--- config.mk ---
export PLATFORM = sky130hd
export DESIGN_NAME = uart_rx_fifo
export DESIGN_NICKNAME = d
export VERILOG_FILES = /design/src/rtl/uart_rx_fifo.sv
export SDC_FILE = /design/constraint.sdc
export NUM_CORES = 1
export LEC_CHECK = 0
export ABC_AREA = 1
export BUFFER_PORTS_ARGS = -buffer_cell sky130_fd_sc_hd__buf_2
export CORE_ASPECT_RATIO = 0.8
export CORE_MARGIN = 4
export CORE_UTILIZATION = 25
export CTS_CLUSTER_DIAMETER = 60
export CTS_CLUSTER_SIZE = 25
export DETAILED_ROUTE_END_ITERATION = 16
export PLACE_DENSITY = 0.5
export SYNTH_ARGS = -nofsm -noshare
export SYNTH_HDL_FRONTEND = slang
export SYNTH_SLANG_ARGS = --single-unit
--- constraint.sdc ---
create_clock -name clk -period 3.3 [get_ports clk]
set_clock_uncertainty 0.2 [all_clocks]
set_input_delay 0 -clock clk [delete_from_list [all_inputs] [get_ports clk]]
set_output_delay 0 -clock clk [all_outputs]
set_load 0.05 [all_outputs]
--- src/rtl/uart_rx_fifo.sv ---
// Oversampled UART receiver with majority-vote sampling, per-frame error flags and
// a first-word-fall-through receive FIFO. Optional break detection: UART_RX_BREAK_DETECT_EN.
module uart_rx_fifo #(
    parameter int CLK_FREQ   = 12_000_000,
    parameter int BAUD       = 9600,
    parameter int OVERSAMPLE = 16,
    parameter int DATA_BITS  = 8,
    parameter int PARITY     = 0,
    parameter int FIFO_DEPTH = 4
) (
    input  logic                         clk,
    input  logic                         rst_n,
    input  logic                         uart_rx,
    output logic [DATA_BITS-1:0]         rx_data,
    output logic                         rx_frame_err,
    output logic                         rx_parity_err,
    output logic                         rx_valid,
    input  logic                         rx_ready,
    output logic                         overrun,
`ifdef UART_RX_BREAK_DETECT_EN
    output logic                         break_det,
`endif
    output logic [$clog2(FIFO_DEPTH):0]  fifo_count
);

    localparam int DIV_RAW = (CLK_FREQ + (BAUD * OVERSAMPLE) / 2) / (BAUD * OVERSAMPLE);
    localparam int DIV     = (DIV_RAW < 1) ? 1 : DIV_RAW;
    localparam int DW      = (DIV > 1) ? $clog2(DIV) : 1;
    localparam int TCW     = ($clog2(OVERSAMPLE) < 4) ? 4 : $clog2(OVERSAMPLE);
    localparam int BCW     = (DATA_BITS > 1) ? $clog2(DATA_BITS) : 1;
    localparam int AW      = $clog2(FIFO_DEPTH);
    localparam int CW      = AW + 1;
    localparam int EW      = DATA_BITS + 2;

    localparam logic [DW-1:0]  DIV_LAST  = DW'(DIV - 1);
    localparam logic [TCW-1:0] TICK_LAST = TCW'(OVERSAMPLE - 1);
    localparam logic [TCW-1:0] SMP_A     = TCW'(OVERSAMPLE / 2 - 1);
    localparam logic [TCW-1:0] SMP_B     = TCW'(OVERSAMPLE / 2);
    localparam logic [TCW-1:0] SMP_C     = TCW'(OVERSAMPLE / 2 + 1);
    localparam logic [BCW-1:0] BIT_LAST  = BCW'(DATA_BITS - 1);
    localparam logic [CW-1:0]  FULL_CNT  = CW'(FIFO_DEPTH);

    typedef enum logic [2:0] {
        S_IDLE,
        S_START,
        S_DATA,
        S_PARITY,
        S_STOP,
        S_WAIT_HIGH
    } state_t;

    // ------------------------------------------------------------------
    // Input synchroniser
    // ------------------------------------------------------------------
    logic sync1_q;
    logic sync2_q;
    logic rx_s;

    always_ff @(posedge clk or negedge rst_n) begin
        if (!rst_n) begin
            sync1_q <= 1'b1;
            sync2_q <= 1'b1;
        end else begin
            sync1_q <= uart_rx;
            sync2_q <= sync1_q;
        end
    end

    assign rx_s = sync2_q;

    // ------------------------------------------------------------------
    // Receive FSM, tick divider and bit sampler
    // ------------------------------------------------------------------
    state_t                state_q;
    logic [DW-1:0]         div_q;
    logic [TCW-1:0]        tcnt_q;
    logic [BCW-1:0]        bcnt_q;
    logic [1:0]            smp_q;
    logic [DATA_BITS-1:0]  shift_q;
    logic                  par_err_q;

    logic                  active;
    logic                  tick;
    logic                  dec;
    logic                  maj;
    logic                  par_exp;
    logic                  stop_dec;
    logic                  is_break;
    logic                  push;
    logic [EW-1:0]         push_entry;

    assign active   = (state_q != S_IDLE) && (state_q != S_WAIT_HIGH);
    assign tick     = active && (div_q == DIV_LAST);
    assign dec      = tick && (tcnt_q == SMP_C);
    assign maj      = (smp_q[0] & smp_q[1]) | (smp_q[0] & rx_s) | (smp_q[1] & rx_s);
    assign par_exp  = (PARITY == 1) ? ~(^shift_q) : (^shift_q);
    assign stop_dec = (state_q == S_STOP) && dec;
    // Start bit was already 0, so an all-zero payload plus a low stop bit is a line break.
    assign is_break = stop_dec && !maj && (shift_q == '0);

`ifdef UART_RX_BREAK_DETECT_EN
    assign push = stop_dec && !is_break;
`else
    assign push = stop_dec;
`endif

    assign push_entry = {~maj, par_err_q, shift_q};

    always_ff @(posedge clk or negedge rst_n) begin
        if (!rst_n) begin
            state_q   <= S_IDLE;
            div_q     <= '0;
            tcnt_q    <= '0;
            bcnt_q    <= '0;
            smp_q     <= '0;
            shift_q   <= '0;
            par_err_q <= 1'b0;
        end else begin
            if (!active) begin
                div_q  <= '0;
                tcnt_q <= '0;
            end else if (tick) begin
                div_q  <= '0;
                tcnt_q <= (tcnt_q == TICK_LAST) ? '0 : tcnt_q + 1'b1;
                if (tcnt_q == SMP_A) begin
                    smp_q[0] <= rx_s;
                end
                if (tcnt_q == SMP_B) begin
                    smp_q[1] <= rx_s;
                end
            end else begin
                div_q <= div_q + 1'b1;
            end

            case (state_q)
                S_IDLE: begin
                    if (!rx_s) begin
                        state_q   <= S_START;
                        bcnt_q    <= '0;
                        par_err_q <= 1'b0;
                    end
                end
                S_START: begin
                    if (dec) begin
                        state_q <= maj ? S_IDLE : S_DATA;
                    end
                end
                S_DATA: begin
                    if (dec) begin
                        shift_q <= {maj, shift_q[DATA_BITS-1:1]};
                        if (bcnt_q == BIT_LAST) begin
                            bcnt_q  <= '0;
                            state_q <= (PARITY != 0) ? S_PARITY : S_STOP;
                        end else begin
                            bcnt_q <= bcnt_q + 1'b1;
                        end
                    end
                end
                S_PARITY: begin
                    if (dec) begin
                        par_err_q <= (maj != par_exp);
                        state_q   <= S_STOP;
                    end
                end
                S_STOP: begin
                    if (dec) begin
                        state_q <= S_WAIT_HIGH;
                    end
                end
                S_WAIT_HIGH: begin
                    // A line held low after the frame must not start a new one.
                    if (rx_s) begin
                        state_q <= S_IDLE;
                    end
                end
                default: state_q <= S_IDLE;
            endcase
        end
    end

`ifdef UART_RX_BREAK_DETECT_EN
    logic break_q;

    always_ff @(posedge clk or negedge rst_n) begin
        if (!rst_n) begin
            break_q <= 1'b0;
        end else begin
            break_q <= is_break;
        end
    end

    assign break_det = break_q;
`endif

    // ------------------------------------------------------------------
    // Receive FIFO (first-word fall-through)
    // ------------------------------------------------------------------
    logic [EW-1:0]  mem_q [FIFO_DEPTH];
    logic [AW-1:0]  wr_q;
    logic [AW-1:0]  rd_q;
    logic [CW-1:0]  cnt_q;
    logic           ovr_q;

    logic           full;
    logic           pop;
    logic           wr_en;
    logic [EW-1:0]  head;

    assign full  = (cnt_q == FULL_CNT);
    assign pop   = rx_valid && rx_ready;
    // A pop in the same cycle frees the slot, so a full FIFO still accepts the push.
    assign wr_en = push && (!full || pop);

    always_ff @(posedge clk or negedge rst_n) begin
        if (!rst_n) begin
            for (int i = 0; i < FIFO_DEPTH; i++) begin
                mem_q[i] <= '0;
            end
            wr_q  <= '0;
            rd_q  <= '0;
            cnt_q <= '0;
            ovr_q <= 1'b0;
        end else begin
            ovr_q <= push && full && !pop;
            if (wr_en) begin
                mem_q[wr_q] <= push_entry;
                wr_q        <= wr_q + 1'b1;
            end
            if (pop) begin
                rd_q <= rd_q + 1'b1;
            end
            case ({wr_en, pop})
                2'b10:   cnt_q <= cnt_q + 1'b1;
                2'b01:   cnt_q <= cnt_q - 1'b1;
                default: cnt_q <= cnt_q;
            endcase
        end
    end

    assign head          = mem_q[rd_q];
    assign rx_valid      = (cnt_q != '0);
    assign rx_data       = rx_valid ? head[DATA_BITS-1:0] : '0;
    assign rx_frame_err  = rx_valid & head[EW-1];
    assign rx_parity_err = rx_valid & head[EW-2] & (PARITY != 0);
    assign overrun       = ovr_q;
    assign fifo_count    = cnt_q;

endmodule

==> results.md, run 1 <==
* Slew margin rel. at 37.0%
* GP Congestion at between 0.7 and 0.8
* DRC viols at 0
* CTS H-tree lvls at 3
* Unrepaired setup endpoints after global routing: no
* Critical path required time at 3.35 ns
* Clk sinks at 73
* Layout Utilization at a little under a third
* CP startpoint kind: register
* Final Hold Fails at 0
* First DRT Iteration DRCs at around 100
* Post-route clock period utilization at 76.9%
* Routed WL at roughly 7600 um
* Worst skew pair latency at 0.33 ns
* Largest net degree at the start of global routing at 74
* Leading cell type in the layout, fill and taps excluded: nand2_1
* Critical path fanouts, max at 6
* Status: finished clean
* Initial Utilization at roughly 26%
* GRT Max-Usage Layer: met2
* Total GRT Usage at 10.2%
* Vias in the first global route at between 2000 and 3000
* P&R area growth vs syn at 16.1%
* Mean Syn Cell Area at between 8 and 9 um2
* Cts repair resizes at 0
* Crit end category: register
* Global-route met1 utilization at a little over an eighth
* CTS root buf: clkbuf_16
* Critical path type: register to register
* Tmin final at 2.54 ns
* Hpwl dp at around 5000 um
* Die height at approximately 110 um
* Post-Place Cells at ~590
* Synth Warn # at 0
* Syn Nets at approximately 420
* Port Buffer Count at 17
* Setup tns final at 0 ns
* DIE WIDTH at between 100 and 150 um
* Clock transition at path regs at about 0.050 ns
* IO Pins at 19
* Router iterations before antenna repair at 4
* Core Region at 13800 um2
* DR WL/cell at ~12 um
* Mapped cell area at 3580 um2
* Pwr/cell area at roughly 700 nW/um2
* Lkg Pwr at about 0.0019 uW
* Die area at ~16000 um2
* Post-CTS Setup Repair Bufs at 0
* Final setup vio count at 0
* Hold_sp: uart_rx
* Arrival @ worst endpoint at around 2.6 ns
* Number of cells produced by synthesis at ~400
* FF+latch count, synth at between 70 and 80
* Max VDD drop at about 0.37 mV
* Initial antenna violation count at 0
* GR Overflow Total at 0
* Min-delay worst type: input pin to register
* Worst r2r src: div_q[1]
* Layout cells sized above 1 at 13.6%
* Seq/Total Area, Yosys at about half
* Max Slew Vio Count at 0
* N_diodes at 0
* Met2 usage at ~16%
* Final ANT Viol Nets at 0
* Clock Path Buffers at 2
* CTS tree: yes
* Yosys cell types at 32
* Drt via density at 4.34
* Fmax at just under 400 MHz
* Site Rows at 38
* Max-cap viol count at 0
* Measured slew at the worst slew-check pin at 0.945 ns
* First-pass GRT wire length at 13100 um
* Hold buffers post-CTS at 3
* DR vias at 2662
* Total CTS buffers at 9
* Final Instance Count excl. Fillers at a little over 600
* Commonest non-fill, non-tap cells in the layout: 89 x nand2_1, 71 x dfrtp_1, 56 x nor2_1
* Final #Nets at about 450
* Met3 Track Usage GR at under 10%
* Worst setup path startpoint: div_q[1]
area by class of cell:
class	instances	area (um2)
timing repair buffer	21	125
multi-input combinational	285	1520
clock buffer	12	256
sequential	73	1830
tap	180	225
clock inverter	4	51.3
inverter	38	143
fill	1449	9640
path summary, 6_finish.rpt:
| kind | endpoint | depth (start not counted) | slack [ns] |
|---|---|---|---|
| worst min-delay path | sync1_q | 2 | 0.11 |
| worst max register to register | fifo_count[1] | 11 | 0.76 |
| worst min register to register | rx_s | 0 | 0.15 |
| max in group asynchronous | fifo_count[0] | 2 | 2.13 |
| worst max-delay path | fifo_count[1] | 11 | 0.76 |
| min in group asynchronous | overrun | 2 | 0.15 |
power breakdown:
part	internal, uW	switching [uW]	total [uW]	leakage (uW)
logic	216	681	897	0.000774
registers	931	66.3	997	0.000982
clock network	626	367	994	0.000149
total	1770	1110	2890	0.00190
sequential cells by signal, indices dropped and copies added (netlist names):
name and flops:
mem_q 36, shift_q 8, div_q 7, tcnt_q 4, bcnt_q 3, fifo_count 3, state_q 3, rd_q 2
smp_q 2, wr_q 2, overrun 1, rx_s 1, sync1_q 1
stage by stage:
stage / power (uW) / area, um2 / worst slack, ns / hold WS [ns]
global route: 3060 / 4150 / 0.502 / 0.115
CTS: 2940 / 4150 / 0.717 / 0.106
detailed placement: 1920 / 3810 / 0.730 / -0.0923
finish: 2890 / 4150 / 0.761 / 0.113
floorplan: 1680 / 3580 / 0.283 / -0.496
global placement: 1920 / 3810 / 0.813 / -0.0917
cell families (layout without fill, tap and decap cells):
kind of cell	count (synthesis)	in the layout	share of synthesized area (%)
AOI/OAI and AO/OA	91	91	14.0
xor gates and xnor gates	7	7	1.71
adders and majority gates	13	13	4.76
buffers and inverters	49	75	6.33
DFF	73	73	51.2
other	1	1	0.105
and+or+nand+nor	173	173	21.9
critical path, cell delays in order, from the launching register on:
cell and delay [ns]:
dfrtp_1 0.39, inv_1 0.07, ha_1 0.14, nand3_1 0.12, nor2_4 0.19, nand3_4 0.14, nor2_8 0.20, nand2_1 0.14
ha_1 0.20, inv_1 0.09, fa_1 0.41, o21ai_0 0.17
cell usage after synthesis:
cell / count / area share (%)
o21ai_0: 30 / 4.2
fa_1: 1 / 0.56
a21oi_1: 18 / 2.5
nand2_2: 3 / 0.52
nor2_4: 1 / 0.31
o211ai_1: 1 / 0.21
xnor2_1: 2 / 0.49
dfrtp_1: 71 / 50
clkinv_1: 2 / 0.21
inv_1: 34 / 3.6
buf_6: 5 / 1.6
o21ai_2: 10 / 2.4
nand4_1: 1 / 0.18
buf_2: 1 / 0.14
ha_1: 12 / 4.2
dfstp_2: 2 / 1.5
conb_1: 1 / 0.10
clkbuf_1: 4 / 0.42
nand3_1: 9 / 1.3
buf_4: 1 / 0.21
nor2_8: 1 / 0.56
nor3_1: 5 / 0.70
nand3_4: 5 / 2.4
xor2_1: 5 / 1.2
o22ai_1: 1 / 0.18
and3_1: 1 / 0.18
nand2_1: 89 / 9.3
o2111ai_1: 1 / 0.24
nand3_2: 2 / 0.56
nor2_1: 56 / 5.9
o21ai_1: 30 / 4.2
inv_2: 2 / 0.21
layer usage:
metal / vias to the layer above / part of all wire, %
met5: - / 0
met4: 0 / 1.3
met3: 7 / 3.9
met2: 33 / 45
met1: 1259 / 49
li1: 1363 / -
Power figures use the tool's default switching activity.
==> run 2: changes to the inputs <==
PLACE_DENSITY = 0.52   (was 0.5)
clock period = 2.17 ns   (was 3.3 ns; I/O delays follow)
==> run 2 against run 1 <==
  * Global-route usage grew 0.71 points
  * Total power grew 60%
  * Sequential power grew 50%
  * Clock power grew 51%
  * Sequential share of layout area shrank 3.1 points
  * Count of clock-buffer cells in the layout shrank 3
  * Register-to-register slack lost 0.75 ns
  * Core utilization grew 2.4 points
  * Critical path type unchanged
  * Cell count grew 4.9%
  * Die area is the same
  * Hold slack lost 0.11 ns
  * Critical endpoint unchanged
  * Largest cell class unchanged
  * First-iteration DRC count grew 63%
==> results.md, run 2 (synthesis gave the netlist of run 1 again) <==
* CTS tree: yes
* Unrepaired setup endpoints after global routing: yes
* Lkg Pwr at 0.00206 uW (+8.3%)
* Fmax at 464 MHz (+18%)
* N_diodes at 0 (unchanged)
* Final Hold Fails at 0 (unchanged)
* Worst skew pair latency at 0.34 ns (about the same)
* Pwr/cell area at 1030 nW/um2 (+48%)
* Final setup vio count at 0 (unchanged)
* Max VDD drop at 0.640 mV (+74%)
* CTS H-tree lvls at 3 (unchanged)
* Post-route clock period utilization at 99.3% (+22 points)
* Leading cell type in the layout, fill and taps excluded: nand2_1
* Commonest non-fill, non-tap cells in the layout: 86 x nand2_1, 66 x dfrtp_1, 54 x nor2_1
* P&R area growth vs syn at 25.3%
* DIE WIDTH at 142 um (unchanged)
* IO Pins at 19 (unchanged)
* First DRT Iteration DRCs at 169 (+63%)
* Combinational Power Share at 34.9% (+3.8 points)
* Die area at 16300 um2 (unchanged)
* DRC viols at 0 (unchanged)
* Clock Path Buffers at 2 (unchanged)
* Total CTS buffers at 9 (unchanged)
* Min-delay worst type: input pin to async pin
* DR WL/cell at 12.5 um (+0.65%)
* Sw Pwr at 1850 uW (+66%)
* Clock transition at path regs at 0.06 ns (about the same)
* Sw Share at 39.9% (+1.3 points)
* Multi-input gate area at 1600 um2 (+5.1%)
* Final #Nets at 475 (+6.7%)
* Setup tns final at 0 ns (unchanged)
* Max Slew Vio Count at 0 (unchanged)
* Critical path fanouts, max at 3 (-3)
* Min Hold Slack at 0.00558 ns (-0.107 ns)
* Clock power share at 32.5% (-1.9 points)
* Arrival @ worst endpoint at 2.21 ns (-0.38 ns)
* Vias in the first global route at 2843 (+7.6%)
* CTS root buf: clkbuf_16
* Largest register FFs at 36 (unchanged)
* Max-cap viol count at 0 (unchanged)
* Initial antenna violation count at 0 (unchanged)
* Critical path type: register to register
* Total GRT Usage at 10.9% (+0.71 points)
* Worst slack at placement at -0.0200 ns (-0.750 ns)
* Seq pwr share at 32.5% (-2.0 points)
* Global-route met1 utilization at 14.5% (+1.4 points)
* Internal power at 2780 uW (+57%)
* Clk sinks at 73 (unchanged)
* Port Buffer Count at 17 (unchanged)
* GRT Max-Usage Layer: met2
* Top Registers: mem_q (36), shift_q (8), div_q (7)
* Met3 Track Usage GR at 2.62% (-0.75 points)
* Layout cells sized above 1 at 24.6% (+11 points)
* GR Overflow Total at 0 (unchanged)
* Initial Utilization at 25.9% (unchanged)
* Pwr Total at 4620 uW (+60%)
* Met2 usage at 17.0% (+0.57 points)
* Reg2reg setup slack at 0.01 ns (-0.75 ns)
* Core Region at 13800 um2 (unchanged)
* Setup slack after layout at 0.0144 ns (-0.747 ns)
* Reg area at 1840 um2 (+0.34%)
* Tmin final at 2.16 ns (-0.383 ns)
* Router iterations before antenna repair at 4 (unchanged)
* DR vias at 2802 (+5.3%)
* Critical path required time at 2.23 ns (-1.12 ns)
* Crit end category: register
* Hpwl dp at 5410 um (+7.4%)
* Filler cells at 1446 (-0.21%)
* Routed WL at 8030 um (+5.6%)
* Largest net degree at the start of global routing at 74 (unchanged)
* Status: finished clean
* First-pass GRT wire length at 14000 um (+6.8%)
* Drt via density at 4.36 (+0.35%)
* Die height at 115 um (unchanged)
* CP startpoint kind: register
* Final ANT Viol Nets at 0 (unchanged)
* GP Congestion at 0.789 (+3.8%)
* Most flops, register: mem_q
* Site Rows at 38 (unchanged)
==> run 2: cell types whose count changed in the layout (fill, tap and decap cells not counted), moves of 3 or more <==
cell	previous run	this run
buf_4	2	31
dfrtp_1	71	66
dfrtp_2	0	5
clkinv_4	1	5
inv_1	34	30
ha_1	12	9
inv_2	2	5
nand2_1	89	86
==> run 2: power groups by stage <==
stage / Combinational (uW) / Clock (uW) / Sequential [uW]
after floorplan: 1040 / 0 / 1590
after global placement: 1570 / 0 / 1520
after detailed placement: 1580 / 0 / 1520
after CTS: 1600 / 1560 / 1500
after global routing: 1760 / 1630 / 1510
final: 1620 / 1500 / 1500
==> run 2: through the flow <==
step	utilization, %	instance area [um2]	instances
2_1_floorplan	-	3630	407
3_3_place_gp	29.6	4090	621
3_5_place_dp	29.6	4090	621
4_1_cts	32.1	4430	641
5_1_grt	32.5	4480	643
6_report	32.5	4480	643
==> run 2: metal layers <==
layer  vias to the layer above  routed length [um]
met5                         -                   0
met2                        42                3680
met4                         0                 103
met3                         6                 276
met1                      1329                3960
li1                       1425                   -
==> run 2: cell type report <==
cell class	instances	share of cell area (%)
clock buffers	9	5.03
clock inverters	7	1.76
inverters	38	3.44
multi-input cells	285	35.7
flip-flops and latches	73	41.0
well taps	180	5.03
repair buffers	51	8.10
==> run 2: critical path, cell delays in order (launching register included) <==
cell and delay [ns]:
dfrtp_1 0.38, buf_4 0.14, nor2_1 0.23, nand2_2 0.16
nor2_8 0.15, nand2_4 0.06, ha_4 0.16, inv_4 0.05
fa_2 0.43, o21ai_2 0.12
==> run 2: worst paths after layout <==
check                                 from       endpoint  cells after the start
worst min register to register     sync1_q           rx_s                      0
min in group clk                   uart_rx        sync1_q                      2
worst min-delay path                 rst_n       smp_q[0]                      3
worst max register to register  state_q[1]  fifo_count[1]                      9
worst max-delay path            state_q[1]  fifo_count[1]                      9
max in group asynchronous            rst_n  fifo_count[2]                      3
==> run 2: what timing repair did <==
action	4_1_cts	5_1_grt
gates resized for setup	1	11
pin swaps	3	8
setup endpoints to repair	2	5
hold endpoints to repair	76	0
hold buffers	3	0
buffers inserted	1	2
==> run 3: changes to the inputs <==
ABC_AREA = not set   (was 1)
==> run 3 against run 2 <==
  * The run now ends with hold timing, setup timing left
  * Total power fell by 14%
  * Sequential power barely moved
  * Core utilization rose by 0.051 points
  * Critical path type unchanged
  * Largest cell class is now multi-input combinational cells
  * Highest routed layer unchanged
==> results.md, run 3 <==
* Status: finished, violations left
* Failing checks: hold timing, setup timing
* Lkg Pwr at 0.00224 uW (+8.5%)
* Slew margin rel. at roughly 44%
* First-pass GRT wire length at 12400 um (-11%)
* Core Region at 14300 um2 (+3.7%)
* Filler cells at 1409 (-2.6%)
* Syn Nets at 282 (-33%)
* Critical path required time at 2.22 ns (about the same)
* Total GRT Usage at 9.55% (-1.3 points)
* Synth Warn # at 0 (unchanged)
* Layout cells sized above 1 at 41.5% (+17 points)
* Measured slew at the worst slew-check pin at 0.833 ns
* First DRT Iteration DRCs at 113 (-33%)
* Top post-synthesis cells by count: 71 x dfrtp_1, 36 x mux2_4, 13 x nand2_1
* Worst slack at placement at -0.0639 ns (-0.0439 ns)
* Final Hold Fails at 5 (+5)
* Largest net degree at the start of global routing at 42 (-43%)
* Crit end category: register
* Share of the synthesized area in the top cell type at 48.6% (-1.1 points)
* Yosys cell types at 45 (+41%)
* Arrival @ worst endpoint at 2.26 ns (+0.05 ns)
* Number of cells produced by synthesis at 265 (-35%)
* Port Buffer Count at 17 (unchanged)
* Die area at 16600 um2 (+2.1%)
* Post-route clock period utilization at 102% (+2.5 points)
* Commonest non-fill, non-tap cells in the layout: 69 x dfrtp_1, 36 x mux2_4, 26 x buf_4
* FF+latch count, synth at 73 (unchanged)
* Final setup vio count at 7 (+7)
* Max Slew Vio Count at 0 (unchanged)
* Die height at 116 um (+1.0%)
* Top Registers: mem_q (36), shift_q (8), div_q (7)
* Unrepaired setup endpoints after global routing: yes
* Initial Utilization at 25.6% (-0.36 points)
* Vias in the first global route at 2375 (-16%)
* Pwr Total at 3960 uW (-14%)
* Setup slack after layout at -0.0402 ns (-0.0546 ns)
* EDFF count, synth at 0 (unchanged)
* Drt via density at 4.35 (-0.29%)
* Final ANT Viol Nets at 0 (unchanged)
* Multi-input gate area at 1840 um2 (+15%)
* Seq/Total Area, Yosys at 50.0% (-1.1 points)
* Final #Nets at 335 (-29%)
* CTS H-tree lvls at 3 (unchanged)
* Max-cap viol count at 0 (unchanged)
* DR vias at 2203 (-21%)
* Clock Path Buffers at 2 (unchanged)
* Post-synth top area cell: dfrtp_1
* Tmin final at 2.21 ns (+0.0546 ns)
* Worst skew pair latency at 0.33 ns (about the same)
* GP Congestion at 0.800 (+1.4%)
* Critical path type: register to register
* GR Overflow Total at 0 (unchanged)
* Clk sinks at 73 (unchanged)
* IO Pins at 19 (unchanged)
* Critical path fanouts, max at 2 (-1)
* DIE WIDTH at 143 um (+1.1%)
* Initial antenna violation count at 0 (unchanged)
* Min-delay worst type: input pin to async pin
* Most frequent cell after synthesis: dfrtp_1
* Pwr/cell area at 851 nW/um2 (-18%)
* Routed WL at 7580 um (-5.6%)
* Mean Syn Cell Area at 13.8 um2 (+57%)
* Total CTS buffers at 9 (unchanged)
* P&R area growth vs syn at 27.2%
* Async set-or-reset flop fraction in the synthesized netlist at 100% (unchanged)
* Synth top area cells: dfrtp_1 49%, mux2_4 15%, mux4_2 5.5%
* DR WL/cell at 14.9 um (+20%)
* CP startpoint kind: register
* CTS root buf: clkbuf_16
* Clock transition at path regs at 0.06 ns (about the same)
* CTS tree: yes
* Site Rows at 39 (+2.6%)
* Max VDD drop at 0.482 mV (-25%)
* Ys flop type: dfrtp_1
* Leading cell type in the layout, fill and taps excluded: dfrtp_1
* N_diodes at 0 (unchanged)
* Largest register FFs at 36 (unchanged)
* Fmax at 452 MHz (-2.5%)
* Hpwl dp at 4880 um (-9.8%)
* Mapped cell area at 3660 um2 (+2.2%)
* Router iterations before antenna repair at 5 (+1)
* Min Hold Slack at -0.0108 ns (-0.0164 ns)
* DRC viols at 0 (unchanged)
* Reg area at 1830 um2 (-0.20%)
* Most flops, register: mem_q
## run 3: per-layer routing
| layer | vias to the layer above | global-route usage [%] | wire [um] |
|---|---|---|---|
| met2 | 25 | 14.4 | 3410 |
| met3 | 11 | 2.95 | 276 |
| met1 | 1109 | 13.2 | 3810 |
| met5 | - | 0 | 0 |
| met4 | 0 | 3.04 | 87 |
| li1 | 1058 | - | - |
## run 3: critical path, cell delays in order (launching register included)
cell and delay, ns:
dfrtp_1 0.38, ha_1 0.20, and3b_1 0.18, and3_4 0.20, nand2_4 0.07, ha_4 0.13, inv_2 0.04, fa_2 0.34
xor2_1 0.15, nor2_1 0.11, xor2_1 0.14
## run 3: kinds of logic after synthesis
| logic type | Yosys count | synth area share [%] |
|---|---|---|
| AO/OA/AOI/OAI | 18 | 3.18 |
| AND/OR/NAND/NOR | 72 | 12.8 |
| XOR/XNOR | 12 | 2.87 |
| flip-flops | 73 | 50.0 |
| other | 1 | 0.103 |
| buffers and inverters | 19 | 2.40 |
| multiplexers | 57 | 24.0 |
| adder cells (fa/ha/maj) | 13 | 4.65 |
## run 3: layout make-up
| cell class | count | share of cell area (%) |
|---|---|---|
| clock buffer | 10 | 4.92 |
| clock inverter | 6 | 2.96 |
| inverter | 10 | 0.807 |
| multi-input combinational | 177 | 39.6 |
| sequential | 73 | 39.4 |
| tap | 184 | 4.95 |
| timing repair buffer | 47 | 7.42 |
## run 3: stage by stage
stage	instances	TNS (ns)	utilization, %	cell area (um2)
2_1_floorplan	265	-0.592	-	3710
3_3_place_gp	481	-0.00326	29.2	4170
3_5_place_dp	481	-0.0639	29.2	4170
4_1_cts	502	-0.0384	32.0	4580
5_1_grt	507	-2.85	32.5	4650
6_report	507	-0.133	32.5	4650
## run 3: report_power, final
part           leakage, uW  switching [uW]  internal [uW]
logic              0.00108             348            260
registers         0.000985             105           1420
clock network     0.000178             578           1250
## run 3: final timing paths
check | cells after the start | from | to | slack [ns]
min in group clk | 2 | uart_rx | sync1_q | 0.12
worst max-delay path | 10 | tcnt_q[0] | fifo_count[2] | -0.04
worst min-delay path | 2 | rst_n | mem_q[35] | -0.01
worst min register to register | 0 | sync1_q | rx_s | 0.16
worst max register to register | 10 | tcnt_q[0] | fifo_count[2] | -0.04
max in group asynchronous | 3 | rst_n | sync1_q | 1.13
## run 3: timing repair
item / in CTS / in global routing
hold buffers: 3 / 0
cloned: 0 / 4
endpoints found under the hold margin: 73 / 0
buffers inserted: 2 / 1
endpoints found under the setup margin: 1 / 38
pin swaps: 3 / 4
gates resized for setup: 0 / 3
